==> src/rtl/mc_control.sv <==
// Multi-cycle MIPS-subset control FSM with memory wait timeout and a sticky trap state.
// Optional jal/jr support (link_wen port, JR dispatch) is enabled by defining MC_JAL_EN.
module mc_control #(
    parameter int unsigned WAIT_MAX = 15
) (
    input  logic       clk,
    input  logic       rst,
    input  logic [5:0] op,
    input  logic [5:0] funct,
    input  logic       zero,
    input  logic       mem_ready,
    output logic       pc_wen,
    output logic       ir_wen,
    output logic       iord,
    output logic       mem_ren,
    output logic       mem_wen,
    output logic       rf_wen,
    output logic       rf_dst,
    output logic       data_rf,
    output logic       alu_src_a,
    output logic [1:0] pc_src,
    output logic [1:0] alu_src_b,
    output logic [3:0] alu_op,
    output logic [3:0] state,
`ifdef MC_JAL_EN
    output logic       link_wen,
`endif
    output logic       trap
);

    localparam int unsigned CNT_W = 8;
    localparam logic [CNT_W-1:0] WAIT_LIM = CNT_W'(WAIT_MAX);

    localparam logic [5:0] OP_RTYPE = 6'h00;
    localparam logic [5:0] OP_J     = 6'h02;
    localparam logic [5:0] OP_JAL   = 6'h03;
    localparam logic [5:0] OP_BEQ   = 6'h04;
    localparam logic [5:0] OP_ADDI  = 6'h08;
    localparam logic [5:0] OP_LW    = 6'h23;
    localparam logic [5:0] OP_SW    = 6'h2B;

    localparam logic [5:0] FN_JR  = 6'h08;
    localparam logic [5:0] FN_ADD = 6'h20;
    localparam logic [5:0] FN_SUB = 6'h22;
    localparam logic [5:0] FN_AND = 6'h24;
    localparam logic [5:0] FN_OR  = 6'h25;
    localparam logic [5:0] FN_SLT = 6'h2A;

    localparam logic [3:0] ALU_AND = 4'b0000;
    localparam logic [3:0] ALU_OR  = 4'b0001;
    localparam logic [3:0] ALU_ADD = 4'b0010;
    localparam logic [3:0] ALU_SUB = 4'b0110;
    localparam logic [3:0] ALU_SLT = 4'b0111;

    typedef enum logic [3:0] {
        S_FETCH   = 4'd0,
        S_DECODE  = 4'd1,
        S_MEMADDR = 4'd2,
        S_MEMRD   = 4'd3,
        S_MEMWB   = 4'd4,
        S_MEMWR   = 4'd5,
        S_EXEC    = 4'd6,
        S_RWB     = 4'd7,
        S_BRANCH  = 4'd8,
        S_JUMP    = 4'd9,
        S_IEXEC   = 4'd10,
        S_IWB     = 4'd11,
        S_JR      = 4'd12,
        S_TRAP    = 4'd13
    } state_t;

    state_t           cur;
    state_t           nxt;
    logic [CNT_W-1:0] wait_cnt;
    logic             waiting;
    logic             timeout;
    logic [3:0]       exec_alu;
    logic             exec_legal;

    assign waiting = (cur == S_FETCH) || (cur == S_MEMRD) || (cur == S_MEMWR);
    assign timeout = (wait_cnt == WAIT_LIM);
    assign state   = cur;

    // R-type function decode
    always_comb begin
        exec_alu   = ALU_AND;
        exec_legal = 1'b1;
        case (funct)
            FN_ADD:  exec_alu = ALU_ADD;
            FN_SUB:  exec_alu = ALU_SUB;
            FN_AND:  exec_alu = ALU_AND;
            FN_OR:   exec_alu = ALU_OR;
            FN_SLT:  exec_alu = ALU_SLT;
            default: exec_legal = 1'b0;
        endcase
    end

    // Next-state logic; mem_ready wins over a same-cycle timeout
    always_comb begin
        nxt = cur;
        case (cur)
            S_FETCH: begin
                if (mem_ready)    nxt = S_DECODE;
                else if (timeout) nxt = S_TRAP;
            end
            S_DECODE: begin
                case (op)
                    OP_RTYPE: begin
`ifdef MC_JAL_EN
                        nxt = (funct == FN_JR) ? S_JR : S_EXEC;
`else
                        nxt = (funct == FN_JR) ? S_TRAP : S_EXEC;
`endif
                    end
                    OP_LW, OP_SW: nxt = S_MEMADDR;
                    OP_BEQ:       nxt = S_BRANCH;
                    OP_ADDI:      nxt = S_IEXEC;
                    OP_J:         nxt = S_JUMP;
`ifdef MC_JAL_EN
                    OP_JAL:       nxt = S_JUMP;
`endif
                    default:      nxt = S_TRAP;
                endcase
            end
            S_MEMADDR: begin
                if (op == OP_LW)      nxt = S_MEMRD;
                else if (op == OP_SW) nxt = S_MEMWR;
                else                  nxt = S_TRAP;
            end
            S_MEMRD: begin
                if (mem_ready)    nxt = S_MEMWB;
                else if (timeout) nxt = S_TRAP;
            end
            S_MEMWR: begin
                if (mem_ready)    nxt = S_FETCH;
                else if (timeout) nxt = S_TRAP;
            end
            S_EXEC:   nxt = exec_legal ? S_RWB : S_TRAP;
            S_IEXEC:  nxt = S_IWB;
            S_MEMWB, S_RWB, S_BRANCH, S_JUMP, S_IWB, S_JR: nxt = S_FETCH;
            S_TRAP:   nxt = S_TRAP;
            default:  nxt = S_TRAP;
        endcase
    end

    // State register and per-state wait counter, cleared whenever the state changes
    always_ff @(posedge clk) begin
        if (!rst) begin
            cur      <= S_FETCH;
            wait_cnt <= '0;
        end else begin
            cur <= nxt;
            if (nxt != cur || !waiting) wait_cnt <= '0;
            else                        wait_cnt <= wait_cnt + CNT_W'(1);
        end
    end

    // Output decode of the current state; everything is forced low while reset is held
    always_comb begin
        pc_wen    = 1'b0;
        ir_wen    = 1'b0;
        iord      = 1'b0;
        mem_ren   = 1'b0;
        mem_wen   = 1'b0;
        rf_wen    = 1'b0;
        rf_dst    = 1'b0;
        data_rf   = 1'b0;
        alu_src_a = 1'b0;
        pc_src    = 2'd0;
        alu_src_b = 2'd0;
        alu_op    = 4'd0;
        trap      = 1'b0;
`ifdef MC_JAL_EN
        link_wen  = 1'b0;
`endif
        if (rst) begin
            case (cur)
                S_FETCH: begin
                    mem_ren   = 1'b1;
                    alu_src_b = 2'd1;
                    alu_op    = ALU_ADD;
                    ir_wen    = mem_ready;
                    pc_wen    = mem_ready;
                end
                S_DECODE: begin
                    alu_src_b = 2'd3;
                    alu_op    = ALU_ADD;
                end
                S_MEMADDR, S_IEXEC: begin
                    alu_src_a = 1'b1;
                    alu_src_b = 2'd2;
                    alu_op    = ALU_ADD;
                end
                S_MEMRD: begin
                    iord    = 1'b1;
                    mem_ren = 1'b1;
                end
                S_MEMWR: begin
                    iord    = 1'b1;
                    mem_wen = 1'b1;
                end
                S_MEMWB: begin
                    rf_wen  = 1'b1;
                    data_rf = 1'b1;
                end
                S_EXEC: begin
                    alu_src_a = 1'b1;
                    alu_op    = exec_alu;
                end
                S_RWB: begin
                    rf_wen = 1'b1;
                    rf_dst = 1'b1;
                end
                S_BRANCH: begin
                    alu_src_a = 1'b1;
                    alu_op    = ALU_SUB;
                    pc_src    = 2'd1;
                    pc_wen    = zero;
                end
                S_JUMP: begin
                    pc_wen = 1'b1;
                    pc_src = 2'd2;
`ifdef MC_JAL_EN
                    link_wen = (op == OP_JAL);
`endif
                end
                S_IWB:  rf_wen = 1'b1;
                S_JR: begin
                    pc_wen = 1'b1;
                    pc_src = 2'd3;
                end
                S_TRAP:  trap = 1'b1;
                default: trap = 1'b0;
            endcase
        end
    end

endmodule

==> config.mk <==
export PLATFORM = sky130hd
export DESIGN_NAME = mc_control
export DESIGN_NICKNAME = d
export VERILOG_FILES = /design/src/rtl/mc_control.sv
export SDC_FILE = /design/constraint.sdc
export NUM_CORES = 1
export LEC_CHECK = 0
export CAP_MARGIN = 20
export CORE_MARGIN = 2
export CORE_UTILIZATION = 45
export DETAILED_ROUTE_END_ITERATION = 10
export PLACE_DENSITY = 0.77
export SYNTH_ARGS = -nofsm -noshare
export SYNTH_HDL_FRONTEND = slang
export SYNTH_SLANG_ARGS = --single-unit
==> constraint.sdc <==
create_clock -name clk -period 2.7 [get_ports clk]
set_clock_uncertainty 0.15 [all_clocks]
set_input_delay 0.27 -clock clk [delete_from_list [all_inputs] [get_ports clk]]
set_output_delay 0.27 -clock clk [all_outputs]
set_load 0.03 [all_outputs]
==> impl_metrics.yaml, run 1 <==
status:
  status: "completed"
hold_path:
  worstHoldPathType: "reg2reg"
yosys:
  synth_edf_count: 0
  ys_ff_latch: 12
  synth_fp_nets: 186
  yosys.area.top_type: "dfxtp_1"
  synthArstFlopShare_pct: 0
  syn_area_sq_um: 1280
  yosys-top-cells-area: "dfxtp_1 (19%), nor2_1 (6.7%), xnor2_1 (4.8%)"
  synth_cell_types: 57
  netlist_instances: 169
  synth-main-ff-cell: "dfxtp_1"
  yosysSeqAreaShare_pct: 18.7
  avgSynthCellArea_sq_um: 7.60
  netlist.area_leader.share_pct: 18.7
  ys_warn_count: 0
routing:
  route.detailed.drc: 0
  dr.pass1.iters: 4
  drt_iter0_drc: 37
  totalWireLength_microns: 3370
  wl_per_cell_microns: 14.3
  ant_nets: 0
  detail_route.vias_per_cell: 5.94
  vias: 1396
clock_tree:
  clock-sinks: 12
  clockBufferDepth: 2
  cts-root-buf: "clkbuf_4"
  post_cts_buffers: 0
  cts.clk_slew.worst_paths_ns: 0.07
  tritoncts: "done"
  htree_levels: 1
  insertion_delay_ns: 0.28
  cts_buffers: 3
grt:
  grt_overflow: 0
  gr-usage-all-layers_pct: 20.6
  antenna_found_initial: 0
  grt_max_degree: 22
  grt_pass1_wl_microns: 5610
  grt_pass1_vias: 1307
sta:
  rsz0062_at_grt: "no"
  min_period_over_period_pct: 95.1
  max_freq_mhz: 389
  hold_viol: 0
  setup-tns-final_ns: 0
  fin_ws_ns: 0.131
  period_minus_slack_ns: 2.57
  drv_slew: 0
  setup_viol: 0
cells_and_area:
  antenna_cells: 0
  final_nets: 222
  area_growth_pct: 32.5
  layout_commonest_cell: "clkdlybuf4s50_1"
  regArea_sq_um: 243
  n_fill_cell: 248
  layout_common_cells: "clkdlybuf4s50_1 (34), nor2_1 (23), nand2_1 (13), dfxtp_1 (10), buf_4 (8)"
  post-route-util_pct: 62.3
  multiInputGateArea_sq_um: 950
  post_route_cells_drive_above_1_share_pct: 14.2
  final_cells: 235
pwr:
  switching_share_pct: 39.3
  total_power_w: 0.000672
  power.switching_w: 0.000264
  p_int_w: 0.000408
  pwr-share-comb_pct: 48.6
  worst_ir_drop_vdd_uv: 323
  power_frac_seq_pct: 29.7
  power.share.clock_pct: 21.7
  leakage_nw: 0.606
  powerDensity_nw_per_um2: 394
setup_path:
  slowest_stage: "clkdlybuf4s50_1"
  crit_path_start_kind: "register"
  worstPathMaxFanout: 9
  arrival_ns: 2.15
  worst_setup_path_end_kind: "primary output"
  critPathMaxStageDelay_ns: 0.67
  path_class: "reg2out"
  required_ns: 2.28
  crit_chain: "nand2b_1 > nor3_1 > a31oi_1 > nor2b_1 > clkdlybuf4s50_1"
floorplanning:
  design.core.area_sq_um: 2730
  start_util_pct: 47.0
  dieWidth_microns: 57.4
  ios: 38
  fp-row-count: 19
  die_height_microns: 57.4
  dieArea_sq_um: 3300
placement:
  post-place-ws_ns: 0.117
  place_congestion: 0.813
  port_buffers: 36
  place_hpwl_microns: 2610
  placed_cells: 231
flow_run:
  cap_violations: 0
[critical path: cells and delay by family (launching register included)]
family,cells,cell delay (ns)
AO/OA/AOI/OAI,1,0.14
flip-flops,1,0.39
AND/OR/NAND/NOR,3,0.68
buffers and inverters,1,0.67
[power by group through the flow]
| stage | Clock [W] | Sequential, W | Combinational (W) |
|---|---|---|---|
| floorplan | 0 | 0.000211 | 0.000209 |
| global placement | 0 | 0.000203 | 0.000321 |
| detailed placement | 0 | 0.000203 | 0.000327 |
| CTS | 0.000149 | 0.000199 | 0.000326 |
| global route | 0.000158 | 0.000201 | 0.000351 |
| finish | 0.000146 | 0.000199 | 0.000326 |
[what timing repair did]
| item | CTS | global route |
|---|---|---|
| endpoints found under the setup margin | 1 | 3 |
| hold buffers | 0 | 0 |
| pin swaps | 0 | 0 |
| gates resized for setup | 1 | 3 |
[flip-flops by register name, indices dropped and copies added (netlist names)]
| name | count |
|---|---|
| state | 4 |
| wait_cnt | 8 |
[path summary, 6_finish.rpt]
kind / end / slack (ns) / cells after the start / startpoint
worst max-delay path: alu_op[2] / 0.13 / 5 / state[0]$_SDFF_PN0_
worst min-delay path: wait_cnt[0]$_SDFF_PP0_ / 0.31 / 1 / wait_cnt[0]$_SDFF_PP0_
worst max register to register: wait_cnt[3]$_SDFF_PP0_ / 0.57 / 6 / state[0]$_SDFF_PN0_
worst min register to register: wait_cnt[0]$_SDFF_PP0_ / 0.31 / 1 / wait_cnt[0]$_SDFF_PP0_
[synthesized netlist by cell type (4+ instances only)]
library cell,instances
buf_2,5
dfxtp_1,12
o21a_1,5
nor2_1,23
xnor2_1,7
nand2b_1,6
o21ai_0,7
a21oi_1,6
nand2_1,13
xor2_1,4
nor3_1,6
nor4_1,4
and3_1,4
[cells by family (layout without fill, tap and decap cells)]
| group | Yosys count | in the layout | share of synthesized area (%) |
|---|---|---|---|
| other | 1 | 1 | 0.292 |
| muxes | 1 | 1 | 1.17 |
| DFF | 12 | 12 | 18.7 |
| and+or+nand+nor | 86 | 86 | 39.7 |
| buffers and inverters | 16 | 51 | 7.40 |
| AOI/OAI and AO/OA | 41 | 41 | 24.2 |
| xor gates and xnor gates | 11 | 11 | 7.50 |
| adders and majority gates | 1 | 1 | 0.974 |
[through the flow]
| step | hold WS [ns] | cell area (sq um) |
|---|---|---|
| after global routing | 0.352 | 1700 |
| after global placement | 0.294 | 1660 |
| after CTS | 0.309 | 1700 |
| after floorplan | 0.280 | 1280 |
| after detailed placement | 0.299 | 1660 |
| final | 0.310 | 1700 |
[final cells by class]
cell class,instances,area share [%]
tap,31,2.28
multi-input combinational,141,55.8
inverter,3,0.808
sequential,12,14.3
timing repair buffer,44,24.8
clock buffer,4,2.13
[per-layer routing]
layer	up-vias	GRT usage [%]	part of all wire, %
met5	-	0	0
met4	0	5.32	1.3
met3	7	4.99	6.3
met2	44	35.7	48
met1	661	25.3	44
li1	684	-	-
(Power assumes the default switching activity.)
==> run 2: changes to the inputs <==
--- a/config.mk
+++ b/config.mk
@@ -7,9 +7,9 @@
 export LEC_CHECK = 0
 export CAP_MARGIN = 20
 export CORE_MARGIN = 2
-export CORE_UTILIZATION = 45
+export CORE_UTILIZATION = 51
 export DETAILED_ROUTE_END_ITERATION = 10
-export PLACE_DENSITY = 0.77
+export PLACE_DENSITY = 0.85
 export SYNTH_ARGS = -nofsm -noshare
 export SYNTH_HDL_FRONTEND = slang
 export SYNTH_SLANG_ARGS = --single-unit
==> impl_metrics.yaml, run 2 (synthesis results as in run 1) <==
setup_path:
  worstReg2RegEnd: "wait_cnt[3]$_SDFF_PP0_"
  worst_setup_path_end_kind: "primary output"
  reg2reg_from: "state[0]$_SDFF_PN0_"
  crit_path_start_kind: "register"
  critPathMaxStageDelay_ns: 0.66
  slowest_stage: "clkdlybuf4s50_1"
  arrival_ns: 2.16
  r2r_setup_slack_ns: 0.56
  crit_chain: "nand2b_1 > nor3_2 > and3_1 > o31a_1 > clkdlybuf4s50_1"
  required_ns: 2.28
  worstPathMaxFanout: 10
  r2r_cells: 6
  path_class: "reg2out"
hold_path:
  worstHoldPathType: "reg2reg"
  min_from: "wait_cnt[0]$_SDFF_PP0_"
  min_to: "wait_cnt[0]$_SDFF_PP0_"
  hold_depth: 1
cells_and_area:
  final_cells: 232
  area_growth_pct: 31.8
  antenna_cells: 0
  final_nets: 220
  largest_reg_flops: 8
  post_route_cells_drive_above_1_share_pct: 13.4
  layout_common_cells: "clkdlybuf4s50_1 (34), nor2_1 (23), nand2_1 (13), dfxtp_1 (11)"
  design_area_sq_um: 1690
  n_fill_cell: 207
  regMostFlops: "wait_cnt"
  layout_commonest_cell: "clkdlybuf4s50_1"
clock_tree:
  post_cts_buffers: 0
  cts_buffers: 3
  cts.clk_slew.worst_paths_ns: 0.08
  clockBufferDepth: 2
  ctsResizeCount: 1
  clock-sinks: 12
  cts-root-buf: "clkbuf_4"
  postCtsHoldBufs: 0
  insertion_delay_ns: 0.28
  htree_levels: 1
  tritoncts: "done"
routing:
  totalWireLength_microns: 3220
  ant_nets: 0
  dr.pass1.iters: 4
  wl_per_cell_microns: 13.9
  top_layer: "met3"
  routed-wl-met3_microns: 141
  route.detailed.drc: 0
  dr_wl_met2_microns: 1580
  detail_route.vias_per_cell: 5.90
  vias: 1369
  drt_iter0_drc: 15
  wl_met1_microns: 1500
placement:
  placed_cells: 228
  place_congestion: 0.873
  place_hpwl_microns: 2430
  port_buffers: 36
  post-place-ws_ns: 0.136
  placed_area_sq_um: 1650
sta:
  setup-tns-final_ns: 0
  rsz0062_at_grt: "no"
  hold_ws_ns: 0.326
  fin_ws_ns: 0.123
  min_period_over_period_pct: 95.4
  setup_viol: 0
  hold_viol: 0
  max_freq_mhz: 388
  period_minus_slack_ns: 2.58
  drv_slew: 0
floorplanning:
  start_util_pct: 52.8
  design.core.area_sq_um: 2430
  die_height_microns: 54.2
  dieWidth_microns: 54.2
  fp-row-count: 18
  dieArea_sq_um: 2940
  ios: 38
pwr:
  worst_ir_drop_vdd_uv: 404
  leakage_nw: 0.611
  powerDensity_nw_per_um2: 393
grt:
  grt_overflow: 0
  grt_pass1_wl_microns: 5260
  gr-usage-all-layers_pct: 23.8
  grt_pass1_vias: 1224
  grt_max_degree: 22
  antenna_found_initial: 0
flow_run:
  cap_violations: 0
status:
  status: "completed"
## run 2: cell count changes in the layout (fill, tap and decap cells not counted)
| cell | before | now |
|---|---|---|
| dlygate4sd2_1 | 1 | 0 |
| dfxtp_1 | 10 | 11 |
| nor3_1 | 6 | 5 |
| buf_4 | 8 | 6 |
| dlymetal6s2s_1 | 1 | 2 |
| dfxtp_2 | 2 | 1 |
| nor3_2 | 0 | 1 |
## run 2: power breakdown
group	leakage, nW	total, W	internal (W)	switching, W
sequential	0.0978	0.000197	0.000186	0.0000112
combinational	0.492	0.000324	0.000137	0.000187
clock	0.0210	0.000144	0.0000820	0.0000621
## run 2: worst max-delay path, delay by kind of cell (launching register included)
| kind | cells | cell delay (ns) |
|---|---|---|
| buf+inv | 1 | 0.66 |
| compound gates | 1 | 0.13 |
| flops | 1 | 0.40 |
| simple gates | 3 | 0.69 |
## run 2: final cells by class
type | instances | area [sq um] | area share, %
tap | 30 | 37.5 | 2.22
multi-input combinational | 141 | 955 | 56.4
inverter | 3 | 13.8 | 0.812
clock buffer | 4 | 36.3 | 2.14
sequential | 12 | 241 | 14.3
timing repair buffer | 42 | 410 | 24.2
## run 2: worst max-delay path by stage
stage / from / endpoint / slack [ns] / depth (start not counted)
after CTS: state[0]$_SDFF_PN0_ / alu_op[1] / 0.05 / 5
after global placement: funct[4] / alu_op[1] / 0.22 / 6
after floorplan: state[3]$_SDFF_PN0_ / alu_src_a / 0.27 / 4
after detailed placement: funct[4] / alu_op[1] / 0.14 / 6
final: state[0]$_SDFF_PN0_ / alu_op[1] / 0.12 / 5
after global routing: state[0]$_SDFF_PN0_ / alu_op[1] / 0.007 / 5
## run 2: per-layer routing
layer | up-vias | GRT usage (%)
met3 | 0 | 4.44
li1 | 686 | -
met4 | 0 | 2.92
met5 | - | 0
met1 | 642 | 31.0
met2 | 41 | 41.4
## run 2: metrics by stage
stage | total power (W) | utilization (%)
final | 0.000666 | 69.7
after global placement | 0.000515 | 67.7
after global routing | 0.000709 | 69.7
after CTS | 0.000668 | 69.2
after floorplan | 0.000420 | -
after detailed placement | 0.000524 | 67.7
